File: config.mk
export PLATFORM = sky130hd
export DESIGN_NAME = imem_port_arbiter_flat
export DESIGN_NICKNAME = d
export VERILOG_FILES = /design/src/rtl/imem_port_arbiter_if.sv /design/src/rtl/imem_port_arbiter.sv /design/src/flat_wrapper.sv
export SDC_FILE = /design/constraint.sdc
export NUM_CORES = 1
export LEC_CHECK = 0
export ABC_AREA = 1
export ABC_CLOCK_PERIOD_IN_PS = 1900
export CORE_AREA = 2 2 96 98
export CTS_BUF_LIST = sky130_fd_sc_hd__clkbuf_4 sky130_fd_sc_hd__clkbuf_8
export CTS_CLUSTER_SIZE = 40
export DETAILED_ROUTE_END_ITERATION = 16
export DIE_AREA = 0 0 98 100
export PLACE_DENSITY_LB_ADDON = 0.2
export SYNTH_ARGS = -nofsm -noshare
export SYNTH_HDL_FRONTEND = slang
export SYNTH_SLANG_ARGS = --single-unit
File: constraint.sdc
create_clock -name clk -period 1.9 [get_ports clk]
set_input_delay 0.19 -clock clk [delete_from_list [all_inputs] [get_ports clk]]
set_output_delay 0.19 -clock clk [all_outputs]
set_load 0.01 [all_outputs]
File: src/rtl/imem_port_arbiter_if.sv
// Bus bundle between the instruction-memory arbiter, its two requesters
// (core fetch and loader/debug) and the shared synchronous-read memory array.
interface imem_port_arbiter_if #(
  parameter int unsigned DEPTH      = 1024,
  parameter int unsigned MAX_STARVE = 4
);
  localparam int unsigned AW = $clog2(DEPTH);
  localparam int unsigned SW = $clog2(MAX_STARVE + 1);

  // Fetch port
  logic          f_req_valid;
  logic          f_req_ready;
  logic [31:0]   f_addr;
  logic          f_flush;
  logic          f_rsp_valid;
  logic [31:0]   f_rsp_data;

  // Loader/debug port
  logic          l_req_valid;
  logic          l_req_ready;
  logic          l_we;
  logic [31:0]   l_addr;
  logic [31:0]   l_wdata;
  logic          l_rsp_valid;
  logic [31:0]   l_rsp_data;
  logic          l_rsp_err;

  // Memory array side
  logic          mem_en;
  logic          mem_we;
  logic [AW-1:0] mem_waddr;
  logic [31:0]   mem_wdata;
  logic [31:0]   mem_rdata;

  // Debug
  logic [SW-1:0] starve_cnt;

  // Arbiter view
  modport slave (
    input  f_req_valid, f_addr, f_flush,
    input  l_req_valid, l_we, l_addr, l_wdata,
    input  mem_rdata,
    output f_req_ready, f_rsp_valid, f_rsp_data,
    output l_req_ready, l_rsp_valid, l_rsp_data, l_rsp_err,
    output mem_en, mem_we, mem_waddr, mem_wdata,
    output starve_cnt
  );

  // Requester/memory environment view
  modport master (
    output f_req_valid, f_addr, f_flush,
    output l_req_valid, l_we, l_addr, l_wdata,
    output mem_rdata,
    input  f_req_ready, f_rsp_valid, f_rsp_data,
    input  l_req_ready, l_rsp_valid, l_rsp_data, l_rsp_err,
    input  mem_en, mem_we, mem_waddr, mem_wdata,
    input  starve_cnt
  );
endinterface

File: src/rtl/imem_port_arbiter.sv
// Instruction-memory port arbiter: fixed priority to fetch with a bounded
// wait for the loader, one in-flight read tracked through an owner register,
// range/alignment checks and fetch-flush suppression of stale responses.
module imem_port_arbiter #(
  parameter int unsigned DEPTH      = 1024,
  parameter int unsigned MAX_STARVE = 4,
  parameter logic [31:0] NOP_WORD   = 32'h0000_0013
) (
  input  logic               clk,
  input  logic               rst,
  imem_port_arbiter_if.slave bus
);
  localparam int unsigned   AW         = $clog2(DEPTH);
  localparam int unsigned   SW         = $clog2(MAX_STARVE + 1);
  localparam logic [SW-1:0] STARVE_MAX = SW'(MAX_STARVE);

  typedef enum logic [1:0] {
    OWN_NONE  = 2'd0,
    OWN_FETCH = 2'd1,
    OWN_LOAD  = 2'd2
  } owner_e;

  // Owner of the response due next cycle
  owner_e        r_own;
  owner_e        w_own_nxt;
  logic          r_own_oob;
  logic          w_oob_nxt;
  logic          r_own_wr;
  logic          w_wr_nxt;

  // Loader wait counter
  logic [SW-1:0] r_starve;
  logic [SW-1:0] w_starve_nxt;

  // Address decode
  logic [31:0]   w_f_word;
  logic [31:0]   w_l_word;
  logic          w_f_in_range;
  logic          w_l_in_range;

  // Grants
  logic          w_grant_f;
  logic          w_grant_l;

  // Memory drive
  logic          w_mem_en;
  logic          w_mem_we;
  logic [AW-1:0] w_mem_waddr;
  logic [31:0]   w_mem_wdata;

  // Responses
  logic          w_f_rsp_valid;
  logic [31:0]   w_f_rsp_data;
  logic          w_l_rsp_valid;
  logic [31:0]   w_l_rsp_data;
  logic          w_l_rsp_err;

  // Fetch ignores the byte offset; the loader must be word aligned.
  assign w_f_word     = bus.f_addr >> 2;
  assign w_l_word     = bus.l_addr >> 2;
  assign w_f_in_range = (w_f_word < 32'(DEPTH));
  assign w_l_in_range = (w_l_word < 32'(DEPTH)) && (bus.l_addr[1:0] == 2'b00);

  // Single grant per cycle: a starved loader wins, else fetch, else loader
  always_comb begin
    w_grant_f = 1'b0;
    w_grant_l = 1'b0;
    if (!rst) begin
      if (bus.l_req_valid && (r_starve == STARVE_MAX)) begin
        w_grant_l = 1'b1;
      end else if (bus.f_req_valid) begin
        w_grant_f = 1'b1;
      end else if (bus.l_req_valid) begin
        w_grant_l = 1'b1;
      end
    end
  end

  // Drive the array in the grant cycle; out-of-range requests never touch it
  always_comb begin
    w_mem_en    = 1'b0;
    w_mem_we    = 1'b0;
    w_mem_waddr = '0;
    w_mem_wdata = '0;
    if (w_grant_f && w_f_in_range) begin
      w_mem_en    = 1'b1;
      w_mem_waddr = w_f_word[AW-1:0];
    end else if (w_grant_l && w_l_in_range) begin
      w_mem_en    = 1'b1;
      w_mem_we    = bus.l_we;
      w_mem_waddr = w_l_word[AW-1:0];
      w_mem_wdata = bus.l_we ? bus.l_wdata : '0;
    end
  end

  // Owner of the upcoming response, captured at the grant edge
  always_comb begin
    w_own_nxt = OWN_NONE;
    w_oob_nxt = 1'b0;
    w_wr_nxt  = 1'b0;
    if (w_grant_f) begin
      w_own_nxt = OWN_FETCH;
      w_oob_nxt = !w_f_in_range;
    end else if (w_grant_l) begin
      w_own_nxt = OWN_LOAD;
      w_oob_nxt = !w_l_in_range;
      w_wr_nxt  = bus.l_we;
    end
  end

  // Owner register; async reset drops any pending response
  always_ff @(posedge clk or posedge rst) begin
    if (rst) begin
      r_own     <= OWN_NONE;
      r_own_oob <= 1'b0;
      r_own_wr  <= 1'b0;
    end else begin
      r_own     <= w_own_nxt;
      r_own_oob <= w_oob_nxt;
      r_own_wr  <= w_wr_nxt;
    end
  end

  // Loader wait count: saturating, cleared on loader grant or idle loader
  always_comb begin
    w_starve_nxt = r_starve;
    if (!bus.l_req_valid || w_grant_l) begin
      w_starve_nxt = '0;
    end else if (r_starve != STARVE_MAX) begin
      w_starve_nxt = r_starve + SW'(1);
    end
  end

  // Loader wait counter register
  always_ff @(posedge clk or posedge rst) begin
    if (rst) begin
      r_starve <= '0;
    end else begin
      r_starve <= w_starve_nxt;
    end
  end

  // Route the response to its owner. A fetch accepted alongside f_flush is
  // post-flush, so only a flush seen in the response cycle itself kills it.
  always_comb begin
    w_f_rsp_valid = 1'b0;
    w_f_rsp_data  = '0;
    w_l_rsp_valid = 1'b0;
    w_l_rsp_data  = '0;
    w_l_rsp_err   = 1'b0;
    case (r_own)
      OWN_FETCH: begin
        if (!bus.f_flush) begin
          w_f_rsp_valid = 1'b1;
          w_f_rsp_data  = r_own_oob ? NOP_WORD : bus.mem_rdata;
        end
      end
      OWN_LOAD: begin
        w_l_rsp_valid = 1'b1;
        w_l_rsp_err   = r_own_oob;
        if (!r_own_oob && !r_own_wr) begin
          w_l_rsp_data = bus.mem_rdata;
        end
      end
      default: begin
      end
    endcase
  end

  assign bus.f_req_ready = w_grant_f;
  assign bus.l_req_ready = w_grant_l;
  assign bus.f_rsp_valid = w_f_rsp_valid;
  assign bus.f_rsp_data  = w_f_rsp_data;
  assign bus.l_rsp_valid = w_l_rsp_valid;
  assign bus.l_rsp_data  = w_l_rsp_data;
  assign bus.l_rsp_err   = w_l_rsp_err;
  assign bus.mem_en      = w_mem_en;
  assign bus.mem_we      = w_mem_we;
  assign bus.mem_waddr   = w_mem_waddr;
  assign bus.mem_wdata   = w_mem_wdata;
  assign bus.starve_cnt  = r_starve;

endmodule

File: src/flat_wrapper.sv
// flat-port wrapper written by rule: the top's interface ports become plain ports
module imem_port_arbiter_flat 
#(
  parameter int unsigned DEPTH      = 1024,
  parameter int unsigned MAX_STARVE = 4,
  parameter logic [31:0] NOP_WORD   = 32'h0000_0013
)
  (clk, rst, bus_f_req_valid, bus_f_addr, bus_f_flush, bus_l_req_valid, bus_l_we, bus_l_addr, bus_l_wdata, bus_mem_rdata, bus_f_req_ready, bus_f_rsp_valid, bus_f_rsp_data, bus_l_req_ready, bus_l_rsp_valid, bus_l_rsp_data, bus_l_rsp_err, bus_mem_en, bus_mem_we, bus_mem_waddr, bus_mem_wdata, bus_starve_cnt);
  imem_port_arbiter_if #(.DEPTH(DEPTH), .MAX_STARVE(MAX_STARVE)) bus_i ();
  input  logic clk;
  input  logic rst;
  input wire logic [$bits(bus_i.f_req_valid)-1:0] bus_f_req_valid;
  input wire logic [$bits(bus_i.f_addr)-1:0] bus_f_addr;
  input wire logic [$bits(bus_i.f_flush)-1:0] bus_f_flush;
  input wire logic [$bits(bus_i.l_req_valid)-1:0] bus_l_req_valid;
  input wire logic [$bits(bus_i.l_we)-1:0] bus_l_we;
  input wire logic [$bits(bus_i.l_addr)-1:0] bus_l_addr;
  input wire logic [$bits(bus_i.l_wdata)-1:0] bus_l_wdata;
  input wire logic [$bits(bus_i.mem_rdata)-1:0] bus_mem_rdata;
  output wire logic [$bits(bus_i.f_req_ready)-1:0] bus_f_req_ready;
  output wire logic [$bits(bus_i.f_rsp_valid)-1:0] bus_f_rsp_valid;
  output wire logic [$bits(bus_i.f_rsp_data)-1:0] bus_f_rsp_data;
  output wire logic [$bits(bus_i.l_req_ready)-1:0] bus_l_req_ready;
  output wire logic [$bits(bus_i.l_rsp_valid)-1:0] bus_l_rsp_valid;
  output wire logic [$bits(bus_i.l_rsp_data)-1:0] bus_l_rsp_data;
  output wire logic [$bits(bus_i.l_rsp_err)-1:0] bus_l_rsp_err;
  output wire logic [$bits(bus_i.mem_en)-1:0] bus_mem_en;
  output wire logic [$bits(bus_i.mem_we)-1:0] bus_mem_we;
  output wire logic [$bits(bus_i.mem_waddr)-1:0] bus_mem_waddr;
  output wire logic [$bits(bus_i.mem_wdata)-1:0] bus_mem_wdata;
  output wire logic [$bits(bus_i.starve_cnt)-1:0] bus_starve_cnt;
  assign bus_i.f_req_valid = bus_f_req_valid;
  assign bus_i.f_addr = bus_f_addr;
  assign bus_i.f_flush = bus_f_flush;
  assign bus_i.l_req_valid = bus_l_req_valid;
  assign bus_i.l_we = bus_l_we;
  assign bus_i.l_addr = bus_l_addr;
  assign bus_i.l_wdata = bus_l_wdata;
  assign bus_i.mem_rdata = bus_mem_rdata;
  assign bus_f_req_ready = bus_i.f_req_ready;
  assign bus_f_rsp_valid = bus_i.f_rsp_valid;
  assign bus_f_rsp_data = bus_i.f_rsp_data;
  assign bus_l_req_ready = bus_i.l_req_ready;
  assign bus_l_rsp_valid = bus_i.l_rsp_valid;
  assign bus_l_rsp_data = bus_i.l_rsp_data;
  assign bus_l_rsp_err = bus_i.l_rsp_err;
  assign bus_mem_en = bus_i.mem_en;
  assign bus_mem_we = bus_i.mem_we;
  assign bus_mem_waddr = bus_i.mem_waddr;
  assign bus_mem_wdata = bus_i.mem_wdata;
  assign bus_starve_cnt = bus_i.starve_cnt;
  imem_port_arbiter #(.DEPTH(DEPTH), .MAX_STARVE(MAX_STARVE), .NOP_WORD(NOP_WORD)) u_core (.clk(clk), .rst(rst), .bus(bus_i));
endmodule
Word level (Yosys, flattened, before mapping)
Index checks and enable logic that the tools add are counted.
{"block": "totals", "reg_bits": 7, "in_bits": 134, "output_inout_bits": 116, "word_cells": 57}
{"block": "classes", "addsub": 1, "n_lt_le_gt_ge": 2, "n_eq_ne": 4, "mux": 33, "n_reduce_logical": 13}
{"operator": "32-bit 2-to-1 mux", "n": 8}
{"operator": "30-bit by 11-bit less-than comparator with 1-bit output, second input constant", "n": 2}
{"operator": "10-bit 2-to-1 mux", "n": 2}
{"operator": "1-bit 2-to-1 mux", "n": 19}
{"operator": "3-bit 2-to-1 mux", "n": 2}
{"operator": "1-bit logical AND", "n": 5}
{"operator": "1-bit logical NOT", "n": 5}
{"operator": "2-bit 2-to-1 mux", "n": 2}
{"operator": "3-bit by 1-bit adder with 3-bit output, second input constant", "n": 1}
{"operator": "3-bit equality test, second input constant", "n": 1}
{"operator": "3-bit inequality test, second input constant", "n": 1}
{"operator": "2-bit by 1-bit equality test with 1-bit output, second input constant", "n": 1}
{"operator": "2-bit equality test, second input constant", "n": 1}
{"operator": "2-bit logical NOT", "n": 1}
{"operator": "2-bit nonzero test", "n": 1}
{"operator": "1-bit logical OR", "n": 1}

Depth between registers and ports, before layout
{"block": "depth", "depth_word": 7, "ltp_mapped": 8, "mapped_depth_nobuf": 7}

Least setup slack after synthesis
No wires, ideal clock.
{"block": "synth_path", "path_kind": "register -> output", "startpoint": "register u_core.r_starve[0], in the netlist u_core.bus.starve_cnt[0]", "endpoint": "output bus_mem_waddr[1]", "t_arrival_ns": 1.527, "setup_slack_ns": 0.183, "stages_incl_launch_ff": 9, "path_buffers": 1, "cell_sequence": "dfrtp_1 inv_1 ha_1 nand2_1 nor2_1 nor3b_2 buf_2 nand3_1 nand2_1"}
{"item": "start, declared", "line_no": "imem_port_arbiter.sv:32", "text": "logic [SW-1:0] r_starve;"}
{"item": "start signal, assigned", "line_no": "imem_port_arbiter.sv:139", "text": "r_starve <= w_starve_nxt;"}
{"item": "3-bit equality test", "line_no": "imem_port_arbiter.sv:69", "text": "if (bus.l_req_valid && (r_starve == STARVE_MAX)) begin"}
{"item": "1-bit logical AND", "line_no": "imem_port_arbiter.sv:69"}
{"item": "1-bit 2-to-1 mux", "line_no": "imem_port_arbiter.sv:69"}
{"item": "1-bit 2-to-1 mux", "line_no": "imem_port_arbiter.sv:68", "text": "if (!rst) begin"}
{"item": "named net bus_f_req_ready", "line_no": "flat_wrapper.sv:20", "text": "output wire logic [$bits(bus_i.f_req_ready)-1:0] bus_f_req_ready;"}
{"item": "1-bit logical AND", "line_no": "imem_port_arbiter.sv:85", "text": "if (w_grant_f && w_f_in_range) begin"}
{"item": "10-bit 2-to-1 mux", "line_no": "imem_port_arbiter.sv:85"}
{"item": "end, declared", "line_no": "flat_wrapper.sv:29", "text": "output wire logic [$bits(bus_i.mem_waddr)-1:0] bus_mem_waddr;"}
The timed path passes the listed nets, and every way through them passes these cells.

Worst setup path in the final report
{"block": "layout_path", "startpoint": "register u_core.r_starve[1], in the netlist u_core.bus.starve_cnt[1]", "endpoint": "output bus_mem_waddr[9]"}
{"block": "layout_between", "elab_chain_len": 7}
{"item": "3-bit equality test *", "line_no": "imem_port_arbiter.sv:69"}
{"item": "1-bit logical AND *", "line_no": "imem_port_arbiter.sv:69"}
{"item": "1-bit 2-to-1 mux", "line_no": "imem_port_arbiter.sv:69"}
{"item": "1-bit 2-to-1 mux", "line_no": "imem_port_arbiter.sv:68"}
{"item": "1-bit logical AND", "line_no": "imem_port_arbiter.sv:88", "text": "end else if (w_grant_l && w_l_in_range) begin"}
{"item": "10-bit 2-to-1 mux", "line_no": "imem_port_arbiter.sv:88"}
{"item": "10-bit 2-to-1 mux *", "line_no": "imem_port_arbiter.sv:85"}
Mark *: on every way between the ends. The rest lies on a longest branch, timed or not.

==> flow_metrics.py <==
metrics = {
    "yosys": {
        "yosys.area_share.adder": 0.0168,
        "ys_warn_count": 0,
        "synth_xor_area_frac": 0.00586,
        "syn_inst": 290,
        "syn_avg_cell_area_um2": 5.15,
        "synth_flop_cell": "dfrtp_1",
        "synth-async-reset-ratio": 1.00,
        "syn_nets": 426,
        "synth_cell_type_count": 25,
        "synth_edf_count": 0,
        "synth_mux_area_frac": 0,
        "synth_top_family_by_area": "simple AND/OR/NAND/NOR gates",
        "syn_area_mm2": 0.00149,
        "synth-simple-area-share": 0.568,
        "ys_ff_latch": 7,
        "synth_compound_area_frac": 0.0377,
        "synth-seq-area-share": 0.117,
    },
    "drt": {
        "drt_iter0_markers": 43,
        "routedWlPerCell_um": 12.9,
        "routed_wl_um": 8540,
        "ant_nets": 0,
        "via_per_inst": 4.10,
        "vias": 2721,
        "drc": 0,
        "dr.pass1.iters": 4,
    },
    "placement": {
        "dp_hpwl_um": 7270,
        "dp.cells": 651,
        "io_buffers": 247,
        "pre_cts_ws_ns": -0.373,
        "gp_congestion": 0.802,
    },
    "worst_setup_path": {
        "crit_slowest_cell": "dfrtp_1",
        "cp_data_arrival_time_ns": 1.72,
        "crit_type": "reg -> out",
        "worstPathMaxFanout": 5,
        "max_stage_delay_ns": 0.33,
        "crit_path_cell_trace": "inv_1 -> ha_2 -> nand2_4 -> nor2_4 -> nor3b_2 -> buf_4 -> buf_12 -> buf_8 -> nand3_2 -> nand2_2 -> buf_6",
        "endpoint_kind": "primary output",
        "required_ns": 1.71,
        "start_kind": "register",
    },
    "sta": {
        "fin_skew_ns": 0.00204,
        "tightestPinTransition_ns": 0.205,
        "post-route-min-period_ns": 1.91,
        "max_freq_mhz": 525,
        "drv_slew": 0,
        "tns_ns": -0.00555,
        "fin_hold_ws_ns": 0.294,
        "hold_viol": 0,
        "setup_viol": 1,
        "period_share": 1.00,
        "maxSlewHeadroom": 0.862,
        "fin_ws_ns": -0.00555,
        "rsz0062_at_grt": "true",
    },
    "global_route": {
        "groute.usage.overall": 0.162,
        "met1_usage": 0.165,
        "grt_first_pass_wirelength_um": 13000,
        "use_met3": 0.0474,
        "grt_util_met2": 0.323,
        "grt.overflow.total": 0,
        "grt.busiest_layer": "met2",
        "antenna_found_initial": 2,
        "grt_pass1_vias": 2690,
        "grt_max_degree": 34,
    },
    "power": {
        "pwr_density_cell_mw_per_mm2": 234,
        "ir_worst_vdd_uv": 176,
        "p_leak_nw": 2.45,
    },
    "status": {
        "status": "complete, but fails checks",
        "violations": "negative setup slack",
    },
    "floorplan": {
        "io_pins": 250,
        "initial_core_util": 0.168,
        "die_y_um": 100,
        "die-area_mm2": 0.00980,
        "coreArea_mm2": 0.00889,
        "die_x_um": 98,
        "fp-row-count": 35,
    },
    "final_layout": {
        "area_growth_pct": 191,
        "multiInputGateArea_mm2": 0.00106,
        "insertedDiodeCount": 0,
        "drive_gt1_frac": 0.230,
        "fin_util": 0.489,
        "final_nets": 689,
        "fill_cells": 912,
        "stdcell_count": 663,
        "seqCellArea_um2": 175,
    },
    "clock_tree": {
        "clkSinkCount": 7,
        "hold_buffers": 0,
        "cts_buffers": 3,
        "cts_tree": "built",
        "root_buffer": "clkbuf_8",
        "path_clk_slew_ns": 0.04,
        "clock_latency_ns": 0.22,
        "clock_path_buffers": 2,
        "cts_max_level": 1,
    },
    "run": {
        "cap_violations": 0,
    },
    "min_path": {
        "hold_class": "in -> async",
    },
}
-- timing repair --
item,CTS,global route
setup buffers,6,1
setup endpoints to repair,107,49
gates cloned,2,0
pin swaps,2,10
gates resized for setup,252,51
-- cell type report --
| cell class | count | share of cell area |
|---|---|---|
| clock buffer | 4 | 0.0112 |
| inverter | 76 | 0.0657 |
| multi-input combinational | 190 | 0.244 |
| sequential | 7 | 0.0403 |
| tap | 111 | 0.0320 |
| timing repair buffer | 275 | 0.607 |
-- cell families after synthesis --
family,after synthesis
xor+xnor,1
simple gates,177
compound gates,10
fa+ha+maj,2
flops,7
buf+inv,93
-- synth_stat cells, types with 3 or more instances --
cell type	number	area (um2)
clkbuf_1	5	18.8
nor2_1	61	229
dfrtp_1	7	175
buf_6	3	33.8
buf_1	4	15.0
o21ai_0	4	20.0
nand2_1	24	90.1
nand3_1	23	115
inv_1	76	285
a21oi_1	4	20.0
nor3_1	32	160
nor2_2	29	181
buf_2	4	20.0
-- worst max-delay path, delay by kind of cell, from the launching register on --
family                     cells  cell delay [ns]
buffers and inverters          5             0.53
adders and majority gates      1             0.18
and+or+nand+nor                5             0.44
DFF                            1             0.33
-- power breakdown --
group	internal [mW]	leakage (nW)	total [mW]	switching [mW]
sequential	0.163	0.0923	0.170	0.00694
clock	0.159	0.0262	0.221	0.0620
combinational	0.392	2.33	0.626	0.234
total	0.714	2.45	1.02	0.303
-- layout by cell type (no fill, tap or decap), types with 2 or more instances in the layout --
| cell | synthesis | final |
|---|---|---|
| a21oi_1 | 4 | 4 |
| clkbuf_8 | 0 | 3 |
| dfrtp_1 | 7 | 7 |
| nand2_2 | 0 | 5 |
| nor2_4 | 1 | 11 |
| buf_4 | 1 | 16 |
| dlygate4sd2_1 | 0 | 62 |
| o21ai_0 | 4 | 4 |
| buf_12 | 0 | 7 |
| buf_6 | 3 | 18 |
| nand3_1 | 23 | 18 |
| nand3_2 | 0 | 4 |
| buf_2 | 4 | 29 |
| nor2_1 | 61 | 57 |
| nand4_1 | 2 | 2 |
| nor2_2 | 29 | 23 |
| inv_1 | 76 | 76 |
| nand2_1 | 24 | 18 |
| buf_16 | 0 | 2 |
| clkdlybuf4s50_1 | 0 | 135 |
| nor3_1 | 32 | 32 |
| dlymetal6s2s_1 | 0 | 5 |
| nand3_4 | 1 | 2 |
-- state kept, by name, summed over array words and instances (netlist names) --
signal,flops
u_core.bus.starve_cnt,3
u_core.r_own,2
u_core.r_own_oob,1
u_core.r_own_wr,1
-- routing by layer --
layer	routed length [um]	share of wire
met5	30	0.0035
met4	94	0.011
met3	863	0.10
met2	4630	0.54
met1	2920	0.34
-- worst paths after layout --
kind	endpoint	start	cells after the start	slack [ns]
worst max-delay path	bus_mem_waddr[9]	u_core.bus.starve_cnt[1]	11	-0.006
worst min-delay path	u_core.bus.starve_cnt[2]	rst	3	0.29
worst max register to register	u_core.r_own_oob	u_core.bus.starve_cnt[1]	10	0.36
worst min register to register	u_core.bus.starve_cnt[0]	u_core.bus.starve_cnt[0]	2	0.59
max in group asynchronous	u_core.r_own_wr	rst	3	1.48
min in group clk	u_core.bus.starve_cnt[0]	u_core.bus.starve_cnt[0]	2	0.59
-- per-stage QoR --
| stage | power, mW | area [um2] |
|---|---|---|
| after floorplan | 0.340 | 1490 |
| after global placement | 0.772 | 4240 |
| final | 1.02 | 4340 |
| after global routing | 1.09 | 4340 |
| after detailed placement | 0.777 | 4240 |
| after CTS | 1.01 | 4130 |
Power figures use the tool's default switching activity.
